$ cat src/rtl/zzecc_sctag_dec39_pipe_pkg.sv
// Shared definitions for the 39-bit SEC-DED decoder (32 data + 6 Hamming + 1 overall).
// The RTL and the code-table generator both use this package.
// Contents:
//   - codeword widths
//   - data-bit -> codeword-position map (DataPos)
//   - per-check-bit data masks (ChkMask)
//   - syndrome class encoding and the classification helper
package zzecc_sctag_dec39_pipe_pkg;

    localparam int unsigned DataW  = 32;
    localparam int unsigned ChkW   = 6;
    localparam int unsigned SynW   = ChkW + 1;
    localparam int unsigned MaxPos = 38;

    typedef enum logic [1:0] {
        SynNe = 2'd0,
        SynCe = 2'd1,
        SynUe = 2'd2
    } syn_class_e;

    // Position of data bit idx.
    // Data fills the positions 3..38 that are not powers of two, in ascending order.
    function automatic logic [5:0] data_pos(input int idx);
        int         k;
        logic [5:0] pos;
        k   = 0;
        pos = '0;
        for (int p = 1; p <= int'(MaxPos); p++) begin
            if ((p & (p - 1)) != 0) begin
                if (k == idx) pos = 6'(p);
                k++;
            end
        end
        return pos;
    endfunction

    function automatic logic [DataW-1:0][5:0] gen_data_pos();
        logic [DataW-1:0][5:0] m;
        for (int i = 0; i < int'(DataW); i++) m[i] = data_pos(i);
        return m;
    endfunction

    // Check bit j covers every data bit whose position has bit j set.
    function automatic logic [ChkW-1:0][DataW-1:0] gen_chk_masks();
        logic [ChkW-1:0][DataW-1:0] m;
        logic [5:0]                 pos;
        m = '0;
        for (int i = 0; i < int'(DataW); i++) begin
            pos = data_pos(i);
            for (int j = 0; j < int'(ChkW); j++) m[j][i] = pos[j];
        end
        return m;
    endfunction

    localparam logic [DataW-1:0][5:0]     DataPos = gen_data_pos();
    localparam logic [ChkW-1:0][DataW-1:0] ChkMask = gen_chk_masks();

    // syn = {overall, s[5:0]}.
    // An odd overall parity with s beyond the last codeword position
    // cannot be a single-bit error.
    function automatic syn_class_e syn_classify(input logic [SynW-1:0] syn);
        syn_class_e cls;
        if (!syn[ChkW]) begin
            cls = (syn[ChkW-1:0] == '0) ? SynNe : SynUe;
        end else if (syn[ChkW-1:0] > 6'(MaxPos)) begin
            cls = SynUe;
        end else begin
            cls = SynCe;
        end
        return cls;
    endfunction

endpackage

$ cat src/rtl/zzecc_sctag_dec39_pipe_if.sv
// Handshake and data bundle for zzecc_sctag_dec39_pipe.
// Signals:
//   in_vld/in_rdy, din, parity                  input word handshake
//   out_vld/out_rdy, dout, ne/ce/ue, syndrome   result handshake
//   cnt_clr, ce_cnt, ue_cnt                     error counters
// Modports:
//   master   the producer/consumer side
//   slave    the decoder side
interface zzecc_sctag_dec39_pipe_if;
    import zzecc_sctag_dec39_pipe_pkg::*;

    logic             in_vld;
    logic             in_rdy;
    logic [DataW-1:0] din;
    logic [SynW-1:0]  parity;
    logic             out_vld;
    logic             out_rdy;
    logic [DataW-1:0] dout;
    logic             ne;
    logic             ce;
    logic             ue;
    logic [SynW-1:0]  syndrome;
    logic             cnt_clr;
    logic [15:0]      ce_cnt;
    logic [15:0]      ue_cnt;

    modport master (
        output in_vld, din, parity, out_rdy, cnt_clr,
        input  in_rdy, out_vld, dout, ne, ce, ue, syndrome, ce_cnt, ue_cnt
    );

    modport slave (
        input  in_vld, din, parity, out_rdy, cnt_clr,
        output in_rdy, out_vld, dout, ne, ce, ue, syndrome, ce_cnt, ue_cnt
    );

endinterface

$ cat src/rtl/zzecc_sctag_syn39.sv
// Combinational syndrome generator for the 39-bit SEC-DED code.
// Ports:
//   din_i     received data d0..d31
//   parity_i  received check bits; [5:0] = P1..P32, [6] = overall parity
//   syn_o     {overall, s[5:0]}
//             s is the recomputed check bits XOR the received check bits;
//             overall is the XOR of every received bit.
module zzecc_sctag_syn39
    import zzecc_sctag_dec39_pipe_pkg::*;
(
    input  logic [DataW-1:0] din_i,
    input  logic [SynW-1:0]  parity_i,
    output logic [SynW-1:0]  syn_o
);

    logic [ChkW-1:0] chk;

    always_comb begin
        chk = '0;
        for (int j = 0; j < int'(ChkW); j++) chk[j] = ^(din_i & ChkMask[j]);
    end

    assign syn_o = {(^din_i) ^ (^parity_i), chk ^ parity_i[ChkW-1:0]};

endmodule

$ cat src/rtl/zzecc_sctag_dec39_pipe.sv
// Two-stage pipelined SEC-DED decoder for 32 data bits plus 7 check bits.
// Stage 1 registers the word and its syndrome.
// Stage 2 registers the corrected data, the flags and the syndrome.
// Both stages hold while the output is stalled.
// Ports:
//   rclk     clock, rising edge
//   reset    synchronous, active-high
//   bus_io   zzecc_sctag_dec39_pipe_if.slave; handshakes, data, flags, counters
// Build option:
//   ZZECC_DEC39_ERR_CNT_EN  adds the saturating ce/ue counters.
//                           Without it, ce_cnt/ue_cnt read 0 and cnt_clr is ignored.
module zzecc_sctag_dec39_pipe
    import zzecc_sctag_dec39_pipe_pkg::*;
(
    input logic                     rclk,
    input logic                     reset,
    zzecc_sctag_dec39_pipe_if.slave bus_io
);

    logic             s1_vld_q;
    logic [DataW-1:0] s1_din_q;
    logic [SynW-1:0]  s1_syn_q;
    logic             out_vld_q;
    logic [DataW-1:0] dout_q;
    logic [SynW-1:0]  syn_q;
    logic             ne_q;
    logic             ce_q;
    logic             ue_q;

    logic             out_vld;
    logic             stall;
    logic             in_rdy;
    logic [SynW-1:0]  syn_calc;
    syn_class_e       cls;
    logic [DataW-1:0] flip_mask;
    logic [DataW-1:0] dout_d;

    // Gating with reset guarantees no output transfer in a reset cycle.
    assign out_vld = out_vld_q & ~reset;
    assign stall   = out_vld & ~bus_io.out_rdy;
    assign in_rdy  = ~reset & (~s1_vld_q | ~stall);

    zzecc_sctag_syn39 u_syn (
        .din_i    (bus_io.din),
        .parity_i (bus_io.parity),
        .syn_o    (syn_calc)
    );

    // Correction mux.
    // flip_mask is non-zero only when s names a data position.
    // A check-bit error therefore leaves the data unchanged.
    always_comb begin
        cls       = syn_classify(s1_syn_q);
        flip_mask = '0;
        for (int i = 0; i < int'(DataW); i++) begin
            if (s1_syn_q[ChkW-1:0] == DataPos[i]) flip_mask[i] = 1'b1;
        end
        dout_d = (cls == SynCe) ? (s1_din_q ^ flip_mask) : s1_din_q;
    end

    // Stage 1 loads whenever it can hand its word on or is empty.
    always_ff @(posedge rclk) begin
        if (reset) begin
            s1_vld_q <= 1'b0;
            s1_din_q <= '0;
            s1_syn_q <= '0;
        end else if (in_rdy) begin
            s1_vld_q <= bus_io.in_vld;
            if (bus_io.in_vld) begin
                s1_din_q <= bus_io.din;
                s1_syn_q <= syn_calc;
            end
        end
    end

    always_ff @(posedge rclk) begin
        if (reset) begin
            out_vld_q <= 1'b0;
            dout_q    <= '0;
            syn_q     <= '0;
            ne_q      <= 1'b1;
            ce_q      <= 1'b0;
            ue_q      <= 1'b0;
        end else if (!stall) begin
            out_vld_q <= s1_vld_q;
            if (s1_vld_q) begin
                dout_q <= dout_d;
                syn_q  <= s1_syn_q;
                ne_q   <= (cls == SynNe);
                ce_q   <= (cls == SynCe);
                ue_q   <= (cls == SynUe);
            end
        end
    end

    assign bus_io.in_rdy   = in_rdy;
    assign bus_io.out_vld  = out_vld;
    assign bus_io.dout     = dout_q;
    assign bus_io.syndrome = syn_q;
    assign bus_io.ne       = ne_q;
    assign bus_io.ce       = ce_q;
    assign bus_io.ue       = ue_q;

`ifdef ZZECC_DEC39_ERR_CNT_EN
    logic        out_xfer;
    logic [15:0] ce_cnt_q;
    logic [15:0] ue_cnt_q;

    assign out_xfer = out_vld & bus_io.out_rdy;

    // Clear wins over a same-cycle increment; both counters saturate.
    always_ff @(posedge rclk) begin
        if (reset || bus_io.cnt_clr) begin
            ce_cnt_q <= '0;
            ue_cnt_q <= '0;
        end else if (out_xfer) begin
            if (ce_q && (ce_cnt_q != 16'hFFFF)) ce_cnt_q <= ce_cnt_q + 16'd1;
            if (ue_q && (ue_cnt_q != 16'hFFFF)) ue_cnt_q <= ue_cnt_q + 16'd1;
        end
    end

    assign bus_io.ce_cnt = ce_cnt_q;
    assign bus_io.ue_cnt = ue_cnt_q;
`else
    assign bus_io.ce_cnt = '0;
    assign bus_io.ue_cnt = '0;
`endif

endmodule
$ cat src/flat_wrapper.sv
// flat-port wrapper written by rule: the top's interface ports become plain ports
module zzecc_sctag_dec39_pipe_flat import zzecc_sctag_dec39_pipe_pkg::*;
  (rclk, reset, bus_io_in_vld, bus_io_din, bus_io_parity, bus_io_out_rdy, bus_io_cnt_clr, bus_io_in_rdy, bus_io_out_vld, bus_io_dout, bus_io_ne, bus_io_ce, bus_io_ue, bus_io_syndrome, bus_io_ce_cnt, bus_io_ue_cnt);
  zzecc_sctag_dec39_pipe_if bus_io_i ();
  input logic rclk;
  input logic reset;
  input wire logic [$bits(bus_io_i.in_vld)-1:0] bus_io_in_vld;
  input wire logic [$bits(bus_io_i.din)-1:0] bus_io_din;
  input wire logic [$bits(bus_io_i.parity)-1:0] bus_io_parity;
  input wire logic [$bits(bus_io_i.out_rdy)-1:0] bus_io_out_rdy;
  input wire logic [$bits(bus_io_i.cnt_clr)-1:0] bus_io_cnt_clr;
  output wire logic [$bits(bus_io_i.in_rdy)-1:0] bus_io_in_rdy;
  output wire logic [$bits(bus_io_i.out_vld)-1:0] bus_io_out_vld;
  output wire logic [$bits(bus_io_i.dout)-1:0] bus_io_dout;
  output wire logic [$bits(bus_io_i.ne)-1:0] bus_io_ne;
  output wire logic [$bits(bus_io_i.ce)-1:0] bus_io_ce;
  output wire logic [$bits(bus_io_i.ue)-1:0] bus_io_ue;
  output wire logic [$bits(bus_io_i.syndrome)-1:0] bus_io_syndrome;
  output wire logic [$bits(bus_io_i.ce_cnt)-1:0] bus_io_ce_cnt;
  output wire logic [$bits(bus_io_i.ue_cnt)-1:0] bus_io_ue_cnt;
  assign bus_io_i.in_vld = bus_io_in_vld;
  assign bus_io_i.din = bus_io_din;
  assign bus_io_i.parity = bus_io_parity;
  assign bus_io_i.out_rdy = bus_io_out_rdy;
  assign bus_io_i.cnt_clr = bus_io_cnt_clr;
  assign bus_io_in_rdy = bus_io_i.in_rdy;
  assign bus_io_out_vld = bus_io_i.out_vld;
  assign bus_io_dout = bus_io_i.dout;
  assign bus_io_ne = bus_io_i.ne;
  assign bus_io_ce = bus_io_i.ce;
  assign bus_io_ue = bus_io_i.ue;
  assign bus_io_syndrome = bus_io_i.syndrome;
  assign bus_io_ce_cnt = bus_io_i.ce_cnt;
  assign bus_io_ue_cnt = bus_io_i.ue_cnt;
  zzecc_sctag_dec39_pipe u_core (.rclk(rclk), .reset(reset), .bus_io(bus_io_i));
endmodule
$ cat config.mk
export PLATFORM = sky130hd
export DESIGN_NAME = zzecc_sctag_dec39_pipe_flat
export DESIGN_NICKNAME = d
export VERILOG_FILES = /design/src/rtl/zzecc_sctag_dec39_pipe_pkg.sv /design/src/rtl/zzecc_sctag_dec39_pipe_if.sv /design/src/rtl/zzecc_sctag_syn39.sv /design/src/rtl/zzecc_sctag_dec39_pipe.sv /design/src/flat_wrapper.sv
export SDC_FILE = /design/constraint.sdc
export NUM_CORES = 1
export LEC_CHECK = 0
export ABC_CLOCK_PERIOD_IN_PS = 1830
export BUFFER_PORTS_ARGS = -buffer_cell sky130_fd_sc_hd__buf_4
export CELL_PAD_IN_SITES_DETAIL_PLACEMENT = 1
export CELL_PAD_IN_SITES_GLOBAL_PLACEMENT = 1
export CORE_ASPECT_RATIO = 0.7
export CORE_MARGIN = 2
export CORE_UTILIZATION = 40
export CTS_BUF_LIST = sky130_fd_sc_hd__clkbuf_4 sky130_fd_sc_hd__clkbuf_8
export DETAILED_ROUTE_END_ITERATION = 16
export HOLD_SLACK_MARGIN = 0.1
export PLACE_DENSITY = 0.81
export SYNTH_ARGS = -nofsm -noshare
export SYNTH_HDL_FRONTEND = slang
export SYNTH_SLANG_ARGS = --single-unit
$ cat constraint.sdc
create_clock -name rclk -period 1.83 [get_ports rclk]
set_input_delay 0.2745 -clock rclk [delete_from_list [all_inputs] [get_ports rclk]]
set_output_delay 0.2745 -clock rclk [all_outputs]
set_load 0.05 [all_outputs]
* Word-level counts from Yosys, hierarchy flattened
Index checks and enable logic that the tools add are counted.
** Storage, ports and cells
- Word-level logic and storage cells :: 103
- Bits of input ports :: 44
- Register bits after elaboration :: 83
- Output and inout bits :: 76
** Operators by class
- Eq/ne operators :: 34
- Bitwise logic cells :: 11
- Mux-type cells :: 36
- Order comparisons :: 1
- Reductions and logical operators :: 12
** Operator list (number)
- parity 32 bit :: 7
- == test 6 x 5 -> 1 bit (second input constant) :: 15
- == test 6 x 4 -> 1 bit (second input constant) :: 7
- == test 6 bit (second input constant) :: 6
- two-way mux 1 bit :: 32
- two-way mux 32 bit :: 1
- XOR 32 bit :: 1
- == test 6 x 3 -> 1 bit (second input constant) :: 3
- parity 7 bit :: 1
- == test 6 x 2 -> 1 bit (second input constant) :: 1
- > comparator 6 bit (second input constant) :: 1
- logical NOT 6 bit :: 1
- two-way mux 2 bit :: 3
- XOR 6 bit :: 1
- inverter 1 bit :: 4
- AND reduction 2 bit :: 2
- AND 1 bit :: 3
- == test 2 x 1 -> 1 bit (second input constant) :: 1
- == test 2 bit (second input constant) :: 1
- logical NOT 2 bit :: 1
- bitwise OR 1 bit :: 1
- XOR 1 bit :: 1

* Logic depth before layout (Yosys ltp)
- Depth after elaboration :: 7
- Gate-level depth with buffers :: 7
- Mapped depth without buffers :: 6

* Modules after synthesis
Synthesis repeated with hierarchy kept, for this count alone.
** Second synthesis, totals
- Cells, all modules :: 488
- Area, all modules :: 4745.8 µm²
** Modules (own cells, without submodules)
- zzecc_sctag_dec39_pipe :: times used 1, sequential area each 1661.6 µm², cells each 427, area each 4010.1 µm²
- zzecc_sctag_syn39 :: times used 1, sequential area each 0.0 µm², cells each 61, area each 735.7 µm²

* Worst setup path before layout
OpenSTA, ideal clock, no wires.
- Kind :: register to register
- Start :: reg u_core.out_vld_q
- End :: reg u_core.s1_syn_q[5]
- Path slack :: -0.374 ns
- Library setup time :: 0.131 ns
- Data required time :: 1.699 ns
- Cell stages (with the launch flop) :: 7
- Period minus slack after synthesis :: 2.204 ns
- Path buffers :: 1
- Arrival :: 2.072 ns
- Cells stage by stage :: dfxtp_1 nor2b_1 a21oi_1 nand2_1 clkbuf_1 nand3b_1 o21ai_0
** On the way
- Longest elaborated chain between the ends :: 6
** Ends and longest elaborated chain
- from (decl) :: line zzecc_sctag_dec39_pipe.sv:23 : logic out_vld_q;
- from (signal assigned) :: line zzecc_sctag_dec39_pipe.sv:85 : out_vld_q <= s1_vld_q;
- AND 1 bit :: line zzecc_sctag_dec39_pipe.sv:39 : assign out_vld = out_vld_q & ~reset;
- AND 1 bit :: line zzecc_sctag_dec39_pipe.sv:40 : assign stall = out_vld & ~bus_io.out_rdy;
- inverter 1 bit :: line zzecc_sctag_dec39_pipe.sv:41 : assign in_rdy = ~reset & (~s1_vld_q | ~stall);
- bitwise OR 1 bit :: line zzecc_sctag_dec39_pipe.sv:41
- AND 1 bit :: line zzecc_sctag_dec39_pipe.sv:41
- named net bus_io_in_rdy :: line flat_wrapper.sv:12 : output wire logic [$bits(bus_io_i.in_rdy)-1:0] bus_io_in_rdy;
- AND reduction 2 bit (no source line)
- to (signal assigned) :: line zzecc_sctag_dec39_pipe.sv:71 : s1_syn_q <= syn_calc;
- to (decl) :: line zzecc_sctag_dec39_pipe.sv:22 : logic [SynW-1:0] s1_syn_q;
The timed path passes the listed nets, and every way through them passes these cells.
A chain may end at the register's enable or synchronous reset.

* Worst setup path in the final report
- Start :: reg u_core.s1_syn_q[6]
- End :: reg u_core.dout_q[13] (netlist: u_core.bus_io.dout[13])
** On the way
- Longest elaborated chain between the ends :: 3
** Ends and longest elaborated chain
- two-way mux 2 bit :: line zzecc_sctag_dec39_pipe_pkg.sv:63 : if (!syn[ChkW]) begin
- == test 2 x 1 -> 1 bit :: line zzecc_sctag_dec39_pipe.sv:58 : dout_d = (cls == SynCe) ? (s1_din_q ^ flip_mask) : s1_din_q;
- two-way mux 32 bit :: line zzecc_sctag_dec39_pipe.sv:58
- to (signal assigned) :: line zzecc_sctag_dec39_pipe.sv:87 : dout_q <= dout_d;
- to (decl) :: line zzecc_sctag_dec39_pipe.sv:24 : logic [DataW-1:0] dout_q;
No other way between the ends.

==> summary.txt <==
Clock tree
  – CTS tree: yes
  – # clock sinks: 83
  – Clock slew at reported path FFs: about 0.080 ns
  – Clk buf depth: 2
  – Maximum level of the CTS H-tree: 3
  – Total CTS buffers: 9
  – Insertion delay to the later sink of the worst-skew pair: between 0.3 and 0.4 ns
  – Library cell used as clock root buffer: clkbuf_8
  – # hold bufs at CTS: 0

Critical path
  – Required time of the critical path: ~2.1 ns
  – CP endpoint kind: flop
  – Data arrival time of the critical path: 1.98 ns
  – Startpoint-to-endpoint class of the critical path: flop to flop
  – Startpoint types: flop
  – Logic depth of the worst register-to-register path: 6
  – Maximum fanout along the worst path: 4

Detailed routing
  – Top layer reached by signal wires: met4
  – Avg WL per Cell: 16.9 um
  – Via density per instance: approximately 5
  – Drt drc: 0
  – Final ANT Viol Nets: 0
  – Number of vias in the routed layout: between 3000 and 4000
  – Met2 layer wire length in the routed design: roughly 5.8 mm
  – Iteration-0 DRC count of the detailed router: 218
  – Met3 wire len: roughly 970 um
  – Router iterations before antenna repair: 4
  – Routed length on met1: between 6 and 7 mm
  – Total detailed-routing wirelength: between 10 and 15 mm

Power and ir drop
  – Portion of total power attributed to the clock network: between 20% and 30%
  – Sequential fraction of design power: 38.5%
  – Pwr/cell area: 1040 nW/um^2
  – Fraction of power spent switching nets: a little under two fifths
  – Int Pwr: 0.00360 W
  – IR Drop Worst-Case VDD: slightly above 0.0004 V
  – Power dissipated by switching net loads: roughly 0.0021 W
  – Power Total: about 0.0057 W
  – Leakage power: between 2 and 2.5 nW
  – Combinational share of power: a little over a third

Synthesis
  – Post-synthesis async set-or-reset flop share: 0%
  – Yosys top cell by area: dfxtp_1
  – Most frequent cell after synthesis: nand2_1
  – Synth Flop Type: dfxtp_1
  – Number of library cell types mapped by synthesis: 35
  – Number of enable-type register cells in the synthesized netlist: 0
  – Register area share after synthesis: 37.3%
  – Total of warnings raised by yosys: 0
  – Post-synthesis average cell area: approximately 8.6 um^2
  – Post-Synthesis Cells: 520
  – Cell area after synthesis: around 4500 um^2
  – Commonest cells in the netlist: nand2_1 (95), dfxtp_1 (83), xnor2_1 (45)
  – Area share of the largest cell type after synthesis: 37.3%
  – Post-synthesis sequential element count: just over 80
  – Largest cells by area after synthesis: dfxtp_1 (37%), xnor2_1 (8.8%), nand2_1 (8.0%)

STA
  – Final Hold Viols: 0
  – Max Slew Vio Count: 0
  – Worst setup skew after layout: ~0.008 ns
  – RSZ-0062 raised after global routing: true
  – Final worst path period share: between 90% and 100%
  – F_max: ~600 MHz
  – Final number of setup-violating endpoints: 0
  – Min Tclk post-route: 1.70 ns
  – Worst Slack Setup Final: 0.135 ns

Final layout
  – Count of antenna diodes in the layout: 0
  – Share of layout cells above drive strength 1: 21.9%
  – Synth-to-Final Area Change: 22.7%
  – Share of the core filled with cells in the final layout: 50.0%
  – Net count reported at finish: approximately 650

Floorplan
  – Vert. Die Dim: ~90 um
  – Io pins: 120
  – X dimension of the die: 130 um
  – Core Box Area: roughly 11000 um^2
  – Initial core utilization: around two fifths
  – Die area: between 10000 and 15000 um^2
  – # rows: 32

Flow run
  – Max-capacitance violation count: 0

Place
  – Worst-case setup slack after placement: -0.00216 ns
  – Buffers on Ports: 86
  – Detailed Place HPWL: between 9 and 10 mm
  – RePlAce Congestion: 0.807

Global route
  – Number of antenna violations at the first check in global routing: 0
  – First-pass GRT wire length: approximately 20 mm
  – Pin count of the biggest net entering global routing: 73
  – Total gr overflow: 0
  – Total global routing track utilization: between 20% and 30%
  – Number of global-route vias before repair: between 3000 and 4000

Worst hold path
  – Min-Delay Path Class: primary input to flop
  – Cell depth of the worst hold path: 3

Run status
  – Result of the run: finished clean
[cell usage in the layout, fill, tap and decap left out, types with 2 or more instances in the layout]
cell type  count
xnor2_1       45
or3_1          9
nand2_1       95
a311oi_1       9
nor2_1        43
o21ai_1        7
nand4_1        2
nand2b_1       4
a211oi_1      22
a21oi_1        9
conb_1        32
nand3b_1      41
xnor3_1        5
clkbuf_8      13
nor3_1         7
dfxtp_1       83
xnor2_2        5
buf_12         2
nor2b_1        4
nand3_1        7
and3b_1        2
xor2_1        33
o21ai_0       10
buf_4        106
[registers in the layout, indices dropped and copies added (netlist names)]
name / cells
u_core.bus_io.ce: 1
u_core.bus_io.dout: 32
u_core.bus_io.ue: 1
u_core.out_vld_q: 1
u_core.s1_syn_q: 7
u_core.bus_io.syndrome: 7
u_core.s1_din_q: 32
u_core.bus_io.ne: 1
u_core.s1_vld_q: 1
[final cells by class]
class / count / area, um^2
Clock inverter: 1 / 30.0
Sequential cell: 83 / 1660
Multi-Input combinational cell: 405 / 2560
Clock buffer: 14 / 186
Timing Repair Buffer: 108 / 836
Fill cell: 1339 / 5460
Tap cell: 153 / 191
[layer usage]
layer	vias to the layer above	GRT usage, %
met5	-	0
met4	0	6.18
li1	1845	-
met2	120	33.4
met1	1813	31.4
met3	14	4.97
[stage by stage]
stage | TNS (ns) | hold slack, ns | area (um^2) | cells
after floorplan | 0 | 0.373 | 4580 | 551
after detailed placement | -0.00216 | 0.455 | 5240 | 748
final | 0 | 0.117 | 5470 | 764
after global placement | 0 | 0.446 | 5240 | 748
after CTS | 0 | 0.106 | 5460 | 763
after global routing | -0.0131 | 0.117 | 5470 | 764
[path summary, 6_finish.rpt]
path                                                start                   endpoint  slack (ns)
worst min-delay path                       bus_io_din[22]        u_core.s1_din_q[22]        0.12
worst min register to register  u_core.bus_io.syndrome[3]  u_core.bus_io.syndrome[3]        0.46
worst max-delay path                   u_core.s1_syn_q[6]     u_core.bus_io.dout[13]        0.13
worst max register to register         u_core.s1_syn_q[6]     u_core.bus_io.dout[13]        0.13
[what timing repair did]
| action | CTS | global route |
|---|---|---|
| gates resized for setup | 0 | 1 |
| setup buffers | 0 | 1 |
| endpoints found under the setup margin | 0 | 6 |
[kinds of logic after synthesis]
kind of cell | after synthesis | synth area share (%)
buffers and inverters | 63 | 8.00
DFF | 83 | 37.3
AOI/OAI and AO/OA | 63 | 9.37
and+or+nand+nor | 219 | 23.9
xor gates and xnor gates | 91 | 21.4
other | 1 | 0.0841
[power by group through the flow]
stage | sequential (W) | clock, W | combinational (W)
floorplan | 0.00238 | 0 | 0.00126
finish | 0.00219 | 0.00144 | 0.00206
CTS | 0.00218 | 0.00147 | 0.00206
detailed placement | 0.00222 | 0 | 0.00204
global route | 0.00221 | 0.00156 | 0.00220
global placement | 0.00221 | 0 | 0.00198
[worst max-delay path, stage by stage (launching register included)]
cell	delay, ns
dfxtp_1	0.40
nand2_1	0.11
or2_1	0.23
nor3_1	0.33
nand3_1	0.15
xor2_1	0.16
a211oi_1	0.24
No activity file was read; power rests on OpenSTA's default activity.
